===== src/rtl/axis_pkt_rx.sv =====
// Store-and-forward AXI-Stream receiver: beats are buffered in a circular memory and
// a packet is released to the read port only once its tlast beat arrives error-free.
//
// state   | meaning
// RECV    | writing beats of the current packet into the buffer
// DISCARD | swallowing the remainder of a packet too large to ever fit
module axis_pkt_rx #(
  parameter int N     = 4,
  parameter int U     = 1,
  parameter int DEPTH = 16
) (
  input  logic           aclk,
  input  logic           aresetn,
  input  logic           s_tvalid,
  output logic           s_tready,
  input  logic [8*N-1:0] s_tdata,
  input  logic [N-1:0]   s_tkeep,
  input  logic           s_tlast,
  input  logic [U-1:0]   s_tuser,
  output logic           rd_valid,
  input  logic           rd_ready,
  output logic [8*N-1:0] rd_data,
  output logic [N-1:0]   rd_keep,
  output logic           rd_last,
  output logic           pkt_avail,
  output logic [15:0]    rx_pkt_cnt,
  output logic [15:0]    drop_cnt
);

  localparam int AW = $clog2(DEPTH);
  localparam int PW = AW + 1;
  localparam int EW = 8*N + N + 1;

  typedef enum logic [0:0] {RECV, DISCARD} state_t;

  state_t        state_q, state_d;
  logic [PW-1:0] wr_ptr, wr_ptr_d;
  logic [PW-1:0] commit_ptr, commit_ptr_d;
  logic [PW-1:0] rd_ptr;
  logic [PW-1:0] used, partial;
  logic          full, load;
  logic          mem_we, rx_inc, drop_inc;
  logic [EW-1:0] mem [DEPTH];

  assign used      = wr_ptr - rd_ptr;
  assign partial   = wr_ptr - commit_ptr;
  assign full      = (used == PW'(DEPTH));
  assign load      = (rd_ptr != commit_ptr) && (!rd_valid || rd_ready);
  assign pkt_avail = rd_valid || (rd_ptr != commit_ptr);

  always_comb begin
    state_d      = state_q;
    wr_ptr_d     = wr_ptr;
    commit_ptr_d = commit_ptr;
    mem_we       = 1'b0;
    rx_inc       = 1'b0;
    drop_inc     = 1'b0;
    s_tready     = 1'b0;
    case (state_q)
      RECV: begin
        s_tready = aresetn && !full;
        // A packet that has filled the whole buffer by itself can never commit.
        if (full && partial == PW'(DEPTH)) begin
          wr_ptr_d = commit_ptr;
          drop_inc = 1'b1;
          state_d  = DISCARD;
        end else if (s_tvalid && s_tready) begin
          if (s_tlast && s_tuser[0]) begin
            wr_ptr_d = commit_ptr;
            drop_inc = 1'b1;
          end else begin
            mem_we   = 1'b1;
            wr_ptr_d = wr_ptr + 1'b1;
            if (s_tlast) begin
              commit_ptr_d = wr_ptr + 1'b1;
              rx_inc       = 1'b1;
            end
          end
        end
      end
      DISCARD: begin
        s_tready = aresetn;
        if (s_tvalid && s_tready && s_tlast) state_d = RECV;
      end
      default: state_d = RECV;
    endcase
  end

  always_ff @(posedge aclk) begin
    if (mem_we) mem[wr_ptr[AW-1:0]] <= {s_tlast, s_tkeep, s_tdata};
  end

  always_ff @(posedge aclk) begin
    if (!aresetn) begin
      state_q    <= RECV;
      wr_ptr     <= '0;
      commit_ptr <= '0;
      rd_ptr     <= '0;
      rd_valid   <= 1'b0;
      rd_data    <= '0;
      rd_keep    <= '0;
      rd_last    <= 1'b0;
      rx_pkt_cnt <= '0;
      drop_cnt   <= '0;
    end else begin
      state_q    <= state_d;
      wr_ptr     <= wr_ptr_d;
      commit_ptr <= commit_ptr_d;
      if (rx_inc) rx_pkt_cnt <= rx_pkt_cnt + 16'd1;
      if (drop_inc && drop_cnt != 16'hFFFF) drop_cnt <= drop_cnt + 16'd1;
      if (load) begin
        rd_ptr                      <= rd_ptr + 1'b1;
        {rd_last, rd_keep, rd_data} <= mem[rd_ptr[AW-1:0]];
        rd_valid                    <= 1'b1;
      end else if (rd_ready) begin
        rd_valid <= 1'b0;
      end
    end
  end

endmodule


===== config.mk =====
export PLATFORM = sky130hd
export DESIGN_NAME = axis_pkt_rx
export DESIGN_NICKNAME = d
export VERILOG_FILES = /design/src/rtl/axis_pkt_rx.sv
export SDC_FILE = /design/constraint.sdc
export NUM_CORES = 1
export LEC_CHECK = 0
export CORE_MARGIN = 10
export CORE_UTILIZATION = 23
export CTS_CLUSTER_DIAMETER = 150
export DETAILED_ROUTE_END_ITERATION = 12
export GPL_TIMING_DRIVEN = 0
export PLACE_DENSITY_LB_ADDON = 0.2
export SKIP_CTS_REPAIR_TIMING = 1
export SLEW_MARGIN = 5
export SYNTH_ARGS = -nofsm -noshare
export SYNTH_HDL_FRONTEND = slang
export SYNTH_SLANG_ARGS = --single-unit

===== constraint.sdc =====
create_clock -name aclk -period 4.77 [get_ports aclk]
set_input_delay 1.1925 -clock aclk [delete_from_list [all_inputs] [get_ports aclk]]
set_output_delay 1.1925 -clock aclk [all_outputs]
set_load 0.02 [all_outputs]

Word level (Yosys, flattened, before mapping)

Memory sizes are Yosys's and may differ from the RTL's. A register that Yosys moved wholly into a read port is not among the register bits.
Index checks and enable logic that the tools add are counted.

Register bits after elaboration: 49
RAM bits: 592
Logic and storage cells: 62
Memories kept: 1

$add $sub $neg: 6
Equality and inequality tests: 4
Multiplexer cells: 24
Bitwise gates (word level): 3
Reduce and logical (&&, ||, !) cells: 17

Memories:

| memory | words | bits a word | rd ports | clocked after memory_dff | write ports | line | source |
|---|---|---|---|---|---|---|---|
| mem    | 16    | 37          | 1        | 1                        | 1           | 43   | `logic [EW-1:0] mem [DEPTH];` |

Operator list:

| kind                    | count |
|---|---|
| $add A16 B1 Y16 const B | 2 |
| $mux W1                 | 19 |
| $ne A16 B16 Y1 const B  | 1 |
| $mux W5                 | 3 |
| $add A5 B1 Y5 const B   | 2 |
| $eq A5 B5 Y1 const B    | 2 |
| $sub A5 B5 Y5           | 2 |
| $logic_and A1 B1 Y1     | 8 |
| $ne A5 B5 Y1            | 1 |
| $reduce_and A5 Y1       | 1 |
| $pmux W1 S2             | 2 |
| $reduce_bool A2 Y1      | 2 |
| $logic_not A1 Y1        | 3 |
| $not A1 Y1              | 3 |
| $logic_or A1 B1 Y1      | 2 |
| $reduce_and A2 Y1       | 1 |

Logic depth before layout (Yosys ltp)

Gate-level depths: netlist of the first run.

Depth after elaboration: 10
Mapped depth: 13
Depth with buffers taken out: 8

Worst setup path after synthesis of the first run

OpenSTA, ideal clock, no wires.

Path type: flip-flop to flip-flop
From: reg rd_ptr[3]
To: mem mem[15][0] (netlist name) (enable)
Library setup time: 0.431 ns
Data arrival time: 3.776 ns
Required time: 4.339 ns
Path slack: 0.563 ns
Cell stages (with the launch flop): 10
Buffers on the path: 2
Clock period less this slack: 4.207 ns
Cell sequence: dfxtp_1 inv_1 buf_2 buf_1 ha_1 nor2_1 xnor2_1 a31oi_1 nand2_1 nor2_1

Longest elaborated chain between the ends: 10
Elaborated cells between the ends (all ways): 11

RTL lines:

| item                              | line | source |
|---|---|---|
| start, declared                   | 39   | `logic [PW-1:0] rd_ptr;` |
| start signal, assigned            | 112  | `rd_ptr <= rd_ptr + 1'b1;` |
| $sub A5 B5 Y5 (*)                 | 45   | `assign used = wr_ptr - rd_ptr;` |
| $eq A5 B5 Y1 (*)                  | 47   | `assign full = (used == PW'(DEPTH));` |
| $logic_not A1 Y1                  | 61   | `s_tready = aresetn && !full;` |
| $logic_and A1 B1 Y1               | 61   |  |
| $logic_and A1 B1 Y1               | 67   | `end else if (s_tvalid && s_tready) begin` |
| $mux W1                           | 67   |  |
| $mux W1 (*)                       | 63   | `if (full && partial == PW'(DEPTH)) begin` |
| $mux W1 (*)                       | 59   | `case (state_q)` |
| $mux W1 (*)                       | 90   | `if (mem_we) mem[wr_ptr[AW-1:0]] <= {s_tlast, s_tkeep, s_tdata};` |
| $mux W1 (not written as such) (*) | 90   |  |
| end, declared                     | 43   |  |

Mark *: on every way between the ends. The rest lies on a longest branch, timed or not.

Worst setup path after layout of the first run

From: reg rd_ptr[2]
To: out s_tready

Longest elaborated chain between the ends: 5

RTL lines:

| item                | line | source |
|---|---|---|
| $sub A5 B5 Y5       | 45   |  |
| $eq A5 B5 Y1        | 47   |  |
| $logic_not A1 Y1    | 61   |  |
| $logic_and A1 B1 Y1 | 61   |  |
| $pmux W1 S2         | 59   |  |
| end, declared       | 15   | `output logic s_tready,` |

No other way between the ends.

==> out/results.txt, run 1 <==
Die W -> 358 um
Worst path required time -> 3.58 ns
P per Cell Area -> 482 nW/um2
Critical-path cell list -> clkbuf_4 > inv_1 > ha_1 > nand2_1 > a221o_1 > nor4_2 > nor2_1 > clkdlybuf4s50_1
Congestion Overflow GR -> 0
YS warnings -> 0
CP top delay family -> buffers and inverters
Clock Skew -> 0.0241 ns
Root Driver -> clkbuf_16
Class of the most critical setup path -> reg2out
Post-Syn Area -> 26300 um2
Die Area -> 128000 um2
Post-synth cell types -> 54
I/O pin cnt -> 114
Worst-skew pair later-pin latency -> 0.62 ns
Reg-to-Reg Start -> rd_ptr[3]$_SDFFE_PN0P_
Final Critical Period -> 4.53 ns
CTS sink count -> 678
Final wirelength -> 71.9 mm
Final setup violation count -> 0
Worst rel slew slack -> 21.6%
Port Buf Inserts -> 113
Initial Utilization -> 23.1%
FMAX -> 221 MHz
GRT Util Overall -> 11.1%
Critical path endpoint category -> primary output
Worst-Margin Slew -> 1.18 ns
Synth Flop Type -> edfxtp_1
Crit-path slowest cell -> clkdlybuf4s50_1
First-pass GRT wire length -> 103 mm
Outcome -> complete, no violations
Syn avg cell area -> 19.7 um2
DRT Pass-1 Iters -> 5
Leakage -> 9.74 nW
Fin Hold WS -> 0.457 ns
Buffers & Inverters on Critical Path -> 3
Routed Antenna Nets -> 0
Non-filler cells, final -> 3102
Inserted Diodes -> 0
TritonCTS buffer count -> 79
Max Root-Sink Buffers -> 3
Initial antenna violation count -> 8
Worst setup SP type -> flip-flop
Largest net degree at the start of global routing -> 38
Worst EP arrival -> 3.33 ns
DRC -> 0
Routed len/inst -> 23.2 um
Worst hold path class -> reg2reg
Final hold violation count -> 0
Placer Congestion -> 0.746
Placed insts -> 2962
Hold_sp -> rd_data[30]$_SDFFE_PN0P_
Final Cycle Share -> 94.9%
Slowest stage delay, CP -> 0.57 ns
Crit-path max FO -> 10
Dpl hpwl -> 41.7 mm
Vias per cell -> 4.28
Fillers -> 11.4k
Post-synth EDFFs -> 592
Post-Synthesis Cells -> 1334
Final Max Slew Viols -> 0
FP Rows -> 124
Vias in the first global route -> 14.3k
Syn Nets -> 1391
Post-synthesis register bit count -> 678
CTS clock-pin slew for the worst setup and hold paths -> 0.06 ns
Die Y -> 358 um
Layout cells sized above 1 -> 21.6%
Ys async rst share -> 0%
Number of max-cap violations -> 0
Worst Setup SP -> rd_ptr[2]$_SDFFE_PN0P_
Peak VDD IR -> 0.000231 V
Iteration-0 DRC Markers -> 938
Sequential area share after synthesis -> 74.1%
Layout area overhead -> 21.7%
H-tree Lvls -> 3
RSZ-0062 raised after global routing -> no
TritonCTS clock tree -> yes
Core ar. -> 114000 um2
Routed via count -> 13.3k
# nets final -> 1584
state kept, by name, indices dropped and copies added (netlist names), 4 cells and up:
register    count
drop_cnt       16
mem           592
rd_ptr          5
rd_keep         4
wr_ptr          5
commit_ptr      5
rd_data        32
rx_pkt_cnt     16
power breakdown:
group / leakage, nW / switching [mW] / total, mW / internal (mW)
clock: 1.24 / 2.43 / 5.95 / 3.51
sequential: 6.03 / 0.0842 / 6.69 / 6.60
combinational: 2.48 / 1.56 / 2.80 / 1.24
placed cells by master (no fill, tap or decap), drive strengths merged, types with 7 or more instances in the layout:
cell type / synthesis / final
a21oi: 55 / 55
and2: 18 / 18
buf: 24 / 28
clkbuf: 48 / 152
clkdlybuf4s50: 0 / 113
clkinv: 0 / 25
dfxtp: 86 / 86
edfxtp: 592 / 592
ha: 15 / 15
inv: 13 / 16
mux2i: 11 / 11
mux4: 185 / 185
nand2: 106 / 106
nand2b: 12 / 12
nand3: 16 / 16
nand4: 7 / 7
nor2: 32 / 32
nor3: 8 / 8
nor3b: 7 / 7
o31ai: 8 / 8
or4: 8 / 8
xnor2: 14 / 14
xor2: 16 / 16
worst reg2reg max path: cells and delay by family, from the launching register on:
| family | cells | cell delay [ns] |
|---|---|---|
| AOI/OAI and AO/OA | 1 | 0.23 |
| xor gates and xnor gates | 1 | 0.12 |
| adders and majority gates | 1 | 0.35 |
| buffers and inverters | 2 | 0.53 |
| DFF | 1 | 0.37 |
| and+or+nand+nor | 4 | 1.78 |
routing by layer:
metal / GRT usage, % / vias up / routed length, um
met5: 0 / - / 36
met2: 18.7 / 306 / 35100
met1: 14.3 / 7033 / 31400
li1: - / 5818 / -
met4: 2.77 / 8 / 1540
met3: 2.55 / 118 / 3750
worst paths after layout:
kind	to	slack (ns)	depth (start not counted)
setup / recovery	s_tready	0.24	8
hold reg to reg	rd_data[30]$_SDFFE_PN0P_	0.46	2
setup reg to reg	mem[10][27]$_DFFE_PP_	1.00	9
hold / removal	rd_data[30]$_SDFFE_PN0P_	0.46	2
cell families (layout without fill, tap and decap cells):
kind of cell	count (synthesis)	after routing	synth area share, %
AOI/OAI and AO/OA	95	95	2.24
xor gates and xnor gates	30	30	1.03
adders and majority gates	15	15	0.713
buffers and inverters	85	341	1.37
DFF	678	678	74.1
muxes	197	197	16.3
and+or+nand+nor	234	234	4.27
stage by stage:
stage	setup TNS [ns]	cell area, um2	total power [mW]	worst slack (ns)	util [%]
finish	0	32000	15.4	0.243	28.1
global route	0	32000	16.1	0.0331	28.1
CTS	-98.25	32000	15.7	-1.15	28.1
detailed placement	-89.43	29500	9.72	-0.468	25.8
global placement	-890.28	29300	9.70	-3.00	25.7
floorplan	0	26300	8.50	0.563	-
final cells by class:
type	instances	area, um2	area share (%)
plain buffers	68	318	0.993
clock buffers	109	2160	6.75
clock inverters	35	389	1.22
inverters	13	48.8	0.152
multi-input cells	571	6500	20.3
flip-flops and latches	678	19500	60.9
well taps	1512	1890	5.91
repair buffers	116	1210	3.77
synthesized netlist by cell type (2+ instances only):
master / n / area (um2)
nor3b_1: 7 / 52.6
nand2b_1: 12 / 75.1
mux2i_1: 11 / 110
dfxtp_1: 86 / 1720
o21ai_0: 5 / 25.0
buf_2: 21 / 105
a21oi_1: 55 / 275
or3_1: 3 / 18.8
and2_1: 18 / 113
nor3_1: 8 / 40.0
nand4_1: 7 / 43.8
nand3_1: 16 / 80.1
xor2_1: 16 / 140
nand3b_1: 2 / 15.0
inv_1: 13 / 48.8
nor2_1: 32 / 120
o31a_1: 2 / 17.5
nor4_1: 2 / 12.5
edfxtp_1: 592 / 17800
mux4_2: 185 / 4170
a311oi_1: 2 / 17.5
o22ai_1: 2 / 12.5
o31ai_1: 8 / 60.1
nand2_1: 106 / 398
a211oi_1: 3 / 22.5
or4_1: 8 / 60.1
nor2b_1: 4 / 25.0
clkbuf_1: 48 / 180
buf_6: 2 / 22.5
and3_1: 5 / 31.3
ha_1: 15 / 188
a31oi_1: 3 / 18.8
xnor2_1: 13 / 114
o21bai_1: 2 / 15.0
Note: power is estimated with default switching activity, not from simulation.
==> inputs of run 2 (changes only) <==
--- a/config.mk
+++ b/config.mk
@@ -5,8 +5,7 @@
 export SDC_FILE = /design/constraint.sdc
 export NUM_CORES = 1
 export LEC_CHECK = 0
-export CORE_MARGIN = 10
-export CORE_UTILIZATION = 23
+export CORE_UTILIZATION = 30
 export CTS_CLUSTER_DIAMETER = 150
 export DETAILED_ROUTE_END_ITERATION = 12
 export GPL_TIMING_DRIVEN = 0
==> run 2 against run 1 <==
Against the previous run:
- sequential cell count is the same
- setup slack gained 0.23 ns
- fmax grew 5.4%
- via count grew 0.29%
- largest cell class unchanged
- combinational power is essentially flat
- routed wire length shrank 5.9%
- clock skew grew 0.019 ns
- die area shrank 31%
- highest routed layer unchanged
- critical path depth grew 2
- cell count shrank 12%
- sequential power is essentially flat
==> out/results.txt, run 2 (synthesized netlist as in run 1, its figures left out) <==
Worst setup SP type -> flip-flop (unchanged)
Outcome -> complete, no violations (unchanged)
Largest net degree at the start of global routing -> 38 (unchanged)
RSZ-0062 raised after global routing -> no (unchanged)
Tot Pwr -> 15.1 mW (was 15.4 mW)
Routed via count -> 13.3k (about the same)
Commonest non-fill, non-tap cell in the layout -> edfxtp_1 (unchanged)
Peak VDD IR -> 0.000241 V (was 0.000231 V)
Worst-skew pair later-pin latency -> 0.64 ns (was 0.62 ns)
Max Root-Sink Buffers -> 3 (unchanged)
Non-filler cells, final -> 2738 (was 3102)
Core ar. -> 86900 um2 (was 114000 um2)
Routed Antenna Nets -> 0 (unchanged)
Routed len/inst -> 24.7 um (was 23.2 um)
H-tree Lvls -> 3 (unchanged)
Placer Congestion -> 0.781 (was 0.746)
Iteration-0 DRC Markers -> 893 (was 938)
Final Cycle Share -> 90.1% (was 94.9%)
Crit-path slowest cell -> a221o_1 (was clkdlybuf4s50_1)
Class of the most critical setup path -> reg2out (unchanged)
Critical-path cell list -> clkbuf_4 > clkbuf_4 > buf_4 > inv_1 > ha_1 > nand2b_1 > a221o_1 > nor4_4 > nor2_1 > dlymetal6s2s_1 (was clkbuf_4 > inv_1 > ha_1 > nand2_1 > a221o_1 > nor4_2 > nor2_1 > clkdlybuf4s50_1)
Layout area overhead -> 19.4% (was 21.7%)
WL met2 -> 33.3 mm (was 35.1 mm)
Crit-path max FO -> 10 (unchanged)
CTS sink count -> 678 (unchanged)
Clock Skew -> 0.0428 ns (was 0.0241 ns)
Worst-Margin Slew -> 1.13 ns (was 1.18 ns)
P per Cell Area -> 481 nW/um2 (was 482 nW/um2)
Worst path required time -> 3.58 ns (about the same)
Die Area -> 88900 um2 (was 128000 um2)
Slowest stage delay, CP -> 0.41 ns (was 0.57 ns)
Root Driver -> clkbuf_16 (unchanged)
Initial Utilization -> 30.3% (was 23.1%)
Reg2reg path depth -> 11 (was 9)
Max reg flops -> 592 (unchanged)
FMAX -> 233 MHz (was 221 MHz)
DRC -> 0 (unchanged)
Hold Crit Depth -> 2 (unchanged)
CTS clock-pin slew for the worst setup and hold paths -> 0.06 ns (about the same)
FP Rows -> 108 (was 124)
Initial antenna violation count -> 4 (was 8)
Leakage -> 9.68 nW (was 9.74 nW)
GRT Util Overall -> 15.4% (was 11.1%)
Worst hold path class -> reg2reg (unchanged)
First-pass GRT wire length -> 98.2 mm (was 103 mm)
Worst rel slew slack -> 25.0% (was 21.6%)
Most frequent cells in the layout -> edfxtp_1 (592), mux4_2 (185), clkdlybuf4s50_1 (112) (was edfxtp_1 (592), mux4_2 (185), clkdlybuf4s50_1 (113))
TritonCTS clock tree -> yes (unchanged)
# nets final -> 1579 (was 1584)
TritonCTS buffer count -> 74 (was 79)
Die Y -> 298 um (was 358 um)
Vias in the first global route -> 14.1k (was 14.3k)
Die W -> 298 um (was 358 um)
Placed insts -> 2604 (was 2962)
Final Max Slew Viols -> 0 (unchanged)
Wl on met1 -> 29.7 mm (was 31.4 mm)
Layout cells sized above 1 -> 21.6% (about the same)
Final setup violation count -> 0 (unchanged)
Final hold violation count -> 0 (unchanged)
Worst EP arrival -> 3.10 ns (was 3.33 ns)
CP most frequent cell -> clkbuf_4
I/O pin cnt -> 114 (unchanged)
Uppermost routed layer -> met5 (unchanged)
Port Buf Inserts -> 113 (unchanged)
Congestion Overflow GR -> 0 (unchanged)
Final wirelength -> 67.6 mm (was 71.9 mm)
Vias per cell -> 4.87 (was 4.28)
DRT Pass-1 Iters -> 5 (unchanged)
Final Critical Period -> 4.30 ns (was 4.53 ns)
Number of max-cap violations -> 0 (unchanged)
Critical path endpoint category -> primary output (unchanged)
Dpl hpwl -> 38.4 mm (was 41.7 mm)
Routed length on met3 -> 3.34 mm (was 3.75 mm)
==> run 2: changes by cell type in the layout (fill, tap and decap cells not counted), moves of 3 or more <==
| cell | change |
|---|---|
| clkbuf_1 | -3 |
| clkbuf_16 | -7 |
| inv_16 | +3 |
| inv_6 | -3 |
==> run 2: area by class of cell <==
class	count	area, um2
antenna	1	2.50
buffer	69	319
clock buffer	101	2000
clock inverter	35	403
fill	8071	55500
inverter	13	48.8
multi-input combinational	571	6510
sequential	678	19500
tap	1155	1450
timing repair buffer	115	1190
==> run 2: layer usage <==
layer	up-vias	track usage, %
met1	7089	20.5
met2	336	25.8
met4	8	4.25
met5	-	0
li1	5800	-
met3	88	2.65
==> run 2: worst max-delay path, delay by kind of cell (launching register included) <==
| kind | cells | cell delay [ns] |
|---|---|---|
| AO/OA/AOI/OAI | 1 | 0.41 |
| adder cells (fa/ha/maj) | 1 | 0.16 |
| buffers and inverters | 5 | 1.03 |
| flip-flops | 1 | 0.33 |
| AND/OR/NAND/NOR | 3 | 0.54 |
==> run 2: through the flow <==
stage               utilization [%]  instance area, um2  hold slack [ns]  worst slack [ns]  TNS, ns
floorplan                         -               26300            0.486             0.563        0
global placement               33.3               28900            0.445             -2.49  -803.96
detailed placement             33.4               29000            0.447            -0.252   -35.49
CTS                            36.1               31400            0.455            -0.929   -46.23
global route                   36.2               31400            0.475             0.277        0
finish                         36.2               31400            0.455             0.473        0
==> run 2: power by group <==
part           total [mW]  switching [mW]  internal [mW]
Sequential           6.68          0.0756           6.60
Combinational        2.81            1.57           1.24
Clock                5.63            2.41           3.22
Total                15.1            4.06           11.1
==> run 2: final timing paths <==
path | endpoint | slack, ns | from
min reg2reg | rd_data[14]$_SDFFE_PN0P_ | 0.46 | rd_data[14]$_SDFFE_PN0P_
min | rd_data[14]$_SDFFE_PN0P_ | 0.46 | rd_data[14]$_SDFFE_PN0P_
max reg2reg | mem[9][9]$_DFFE_PP_ | 0.90 | rd_ptr[1]$_SDFFE_PN0P_
max | s_tready | 0.47 | rd_ptr[1]$_SDFFE_PN0P_
==> inputs of run 3 (changes only) <==
--- a/config.mk
+++ b/config.mk
@@ -5,6 +5,7 @@
 export SDC_FILE = /design/constraint.sdc
 export NUM_CORES = 1
 export LEC_CHECK = 0
+export CORE_ASPECT_RATIO = 1.1
 export CORE_UTILIZATION = 30
 export CTS_CLUSTER_DIAMETER = 150
 export DETAILED_ROUTE_END_ITERATION = 12
==> constraint.sdc (replaced) <==
create_clock -name aclk -period 5.41 [get_ports aclk]
set_input_delay 1.3525 -clock aclk [delete_from_list [all_inputs] [get_ports aclk]]
set_output_delay 1.3525 -clock aclk [all_outputs]
set_load 0.02 [all_outputs]
==> run 3 against run 2 <==
Against the previous run:
- clock power down 13%
- clock skew down 0.022 ns
- first-iteration DRC count up 12%
- sequential cell count unchanged
- critical path depth down 1
- via count up 0.40%
- clock-buffer cell count up 4
- highest routed layer unchanged
- register-to-register slack better by 0.33 ns
- critical endpoint unchanged
- total power down 13%
- die area about the same
==> out/results.txt, run 3 (synthesized netlist as in run 1, its figures left out) <==
Buffers & Inverters on Critical Path -> 4 (was 5)
Clock Skew -> 0.0205 ns (was 0.0428 ns)
Tot Pwr -> 13.2 mW (was 15.1 mW)
Setup total negative slack -> 0 ns (unchanged)
Placer Congestion -> 0.767 (was 0.781)
Final hold violation count -> 0 (unchanged)
GRT Util Overall -> 15.7% (was 15.4%)
Layout area overhead -> 19.9% (was 19.4%)
Placed insts -> 2609 (was 2604)
Worst path required time -> 4.06 ns (was 3.58 ns)
Worst R2R Setup Slack -> 1.23 ns (was 0.90 ns)
Slowest stage delay, CP -> 0.68 ns (was 0.41 ns)
First-pass GRT wire length -> 99.6 mm (was 98.2 mm)
Most frequent cells in the layout -> edfxtp_1 (592), mux4_2 (185), clkdlybuf4s50_1 (113) (was edfxtp_1 (592), mux4_2 (185), clkdlybuf4s50_1 (112))
Port Buf Inserts -> 113 (unchanged)
PnR worst setup slack -> 0.182 ns (was 0.473 ns)
CTS clock-pin slew for the worst setup and hold paths -> 0.06 ns (about the same)
Root Driver -> clkbuf_16 (unchanged)
Hold Crit Depth -> 2 (unchanged)
CP most frequent cell -> clkbuf_1 (was clkbuf_4)
Commonest non-fill, non-tap cell in the layout -> edfxtp_1 (unchanged)
CP top delay family -> buffers and inverters (unchanged)
CTS sink count -> 678 (unchanged)
Core ar. -> 86700 um2 (was 86900 um2)
Critical-path cell list -> clkbuf_1 > clkbuf_1 > inv_1 > ha_1 > nand2_1 > a221o_1 > nor4_2 > nor2_1 > clkdlybuf4s50_1 (was clkbuf_4 > clkbuf_4 > buf_4 > inv_1 > ha_1 > nand2b_1 > a221o_1 > nor4_4 > nor2_1 > dlymetal6s2s_1)
Critical path endpoint category -> primary output (unchanged)
Levels on crit path -> 9 (was 10)
Non-filler cells, final -> 2739 (was 2738)
TritonCTS clock tree -> yes (unchanged)
I/O pin cnt -> 114 (unchanged)
Peak VDD IR -> 0.000284 V (was 0.000241 V)
H-tree Lvls -> 3 (unchanged)
Inserted Diodes -> 0 (was 1)
FMAX -> 191 MHz
Largest net degree at the start of global routing -> 38 (unchanged)
Max reg flops -> 592 (unchanged)
Routed via count -> 13.4k (was 13.3k)
Iteration-0 DRC Markers -> 1002 (was 893)
Final Max Slew Viols -> 0 (unchanged)
Reg2reg path depth -> 11 (unchanged)
Worst rel slew slack -> 16.8% (was 25.0%)
Number of max-cap violations -> 0 (unchanged)
Crit-path slowest cell -> clkbuf_1 (was a221o_1)
Routed Antenna Nets -> 0 (unchanged)
Initial antenna violation count -> 3 (was 4)
Worst hold path class -> reg2reg (unchanged)
Crit-path max FO -> 10 (unchanged)
Congestion Overflow GR -> 0 (unchanged)
Worst-skew pair later-pin latency -> 0.61 ns (was 0.64 ns)
Worst setup SP type -> flip-flop (unchanged)
Die Area -> 88900 um2 (about the same)
DRC -> 0 (unchanged)
Final wirelength -> 69.1 mm (was 67.6 mm)
DRT Pass-1 Iters -> 4 (was 5)
Die Y -> 313 um (was 298 um)
RSZ-0062 raised after global routing -> no (unchanged)
Max Root-Sink Buffers -> 3 (unchanged)
Initial Utilization -> 30.4% (was 30.3%)
Post-place setup slack -> 0.208 ns (was -0.252 ns)
Class of the most critical setup path -> reg2out (unchanged)
Worst-Margin Slew -> 1.25 ns (was 1.13 ns)
Die W -> 284 um (was 298 um)
Vias in the first global route -> 13.9k (was 14.1k)
Vias per cell -> 4.88 (was 4.87)
Final Cycle Share -> 96.6%
Leakage -> 9.74 nW (was 9.68 nW)
P per Cell Area -> 419 nW/um2 (was 481 nW/um2)
Layout cells sized above 1 -> 22.0% (was 21.6%)
Dpl hpwl -> 39.5 mm (was 38.4 mm)
Outcome -> complete, no violations (unchanged)
Final setup violation count -> 0 (unchanged)
# nets final -> 1588 (was 1579)
Routed len/inst -> 25.2 um (was 24.7 um)
Worst EP arrival -> 3.88 ns (was 3.10 ns)
Final Critical Period -> 5.23 ns
TritonCTS buffer count -> 72 (was 74)
FP Rows -> 113 (was 108)
[run 3: cell count changes in the layout (fill, tap and decap cells not counted), moves of 3 or more]
cell,before,now
buf_16,2,8
clkinv_1,10,6
buf_12,0,4
inv_16,3,0
clkbuf_8,5,8
clkinv_16,3,0
[run 3: per-layer routing]
metal  share of wire [%]  wire length (um)  up-vias  track usage (%)
met4                 1.7              1190        4             4.20
met5               0.039                27        -                0
li1                    -                 -     5814                -
met2                  50             34800      303             26.7
met1                  44             30200     7164             20.9
met3                 4.2              2920       89             2.34
[run 3: cell type report]
cell class | count | area [um2]
buffer | 70 | 307
clock buffer | 105 | 2090
clock inverter | 27 | 249
fill | 8003 | 55100
inverter | 13 | 48.8
multi-input combinational | 571 | 6500
sequential | 678 | 19500
tap | 1150 | 1440
timing repair buffer | 125 | 1430
[run 3: through the flow]
stage | cell area [um2] | utilization [%] | hold WS, ns
final | 31600 | 36.4 | 0.453
after global routing | 31600 | 36.4 | 0.481
after CTS | 31600 | 36.4 | 0.456
after detailed placement | 29200 | 33.7 | 0.448
after global placement | 28900 | 33.3 | 0.448
after floorplan | 26300 | - | 0.486
[run 3: power by group]
group          switching, mW  internal, mW
Sequential            0.0774          5.82
Combinational           1.35          1.09
Clock                   2.02          2.88
[run 3: final timing paths]
kind | start | to
worst max-delay path | rd_ptr[2]$_SDFFE_PN0P_ | s_tready
worst min-delay path | rd_data[12]$_SDFFE_PN0P_ | rd_data[12]$_SDFFE_PN0P_
worst max register to register | rd_ptr[2]$_SDFFE_PN0P_ | mem[5][9]$_DFFE_PP_
worst min register to register | rd_data[12]$_SDFFE_PN0P_ | rd_data[12]$_SDFFE_PN0P_
[run 3: worst reg2reg max path, cell delays in order, from the launching register on]
cell and delay (ns):
dfxtp_1 0.30, clkbuf_1 0.40, clkbuf_1 0.68, inv_1 0.11, ha_1 0.34, nand2_1 0.11, a221oi_1 0.12, a31oi_1 0.27
nand2_1 0.25, nor3b_1 0.47, and2_4 0.53, buf_12 0.29
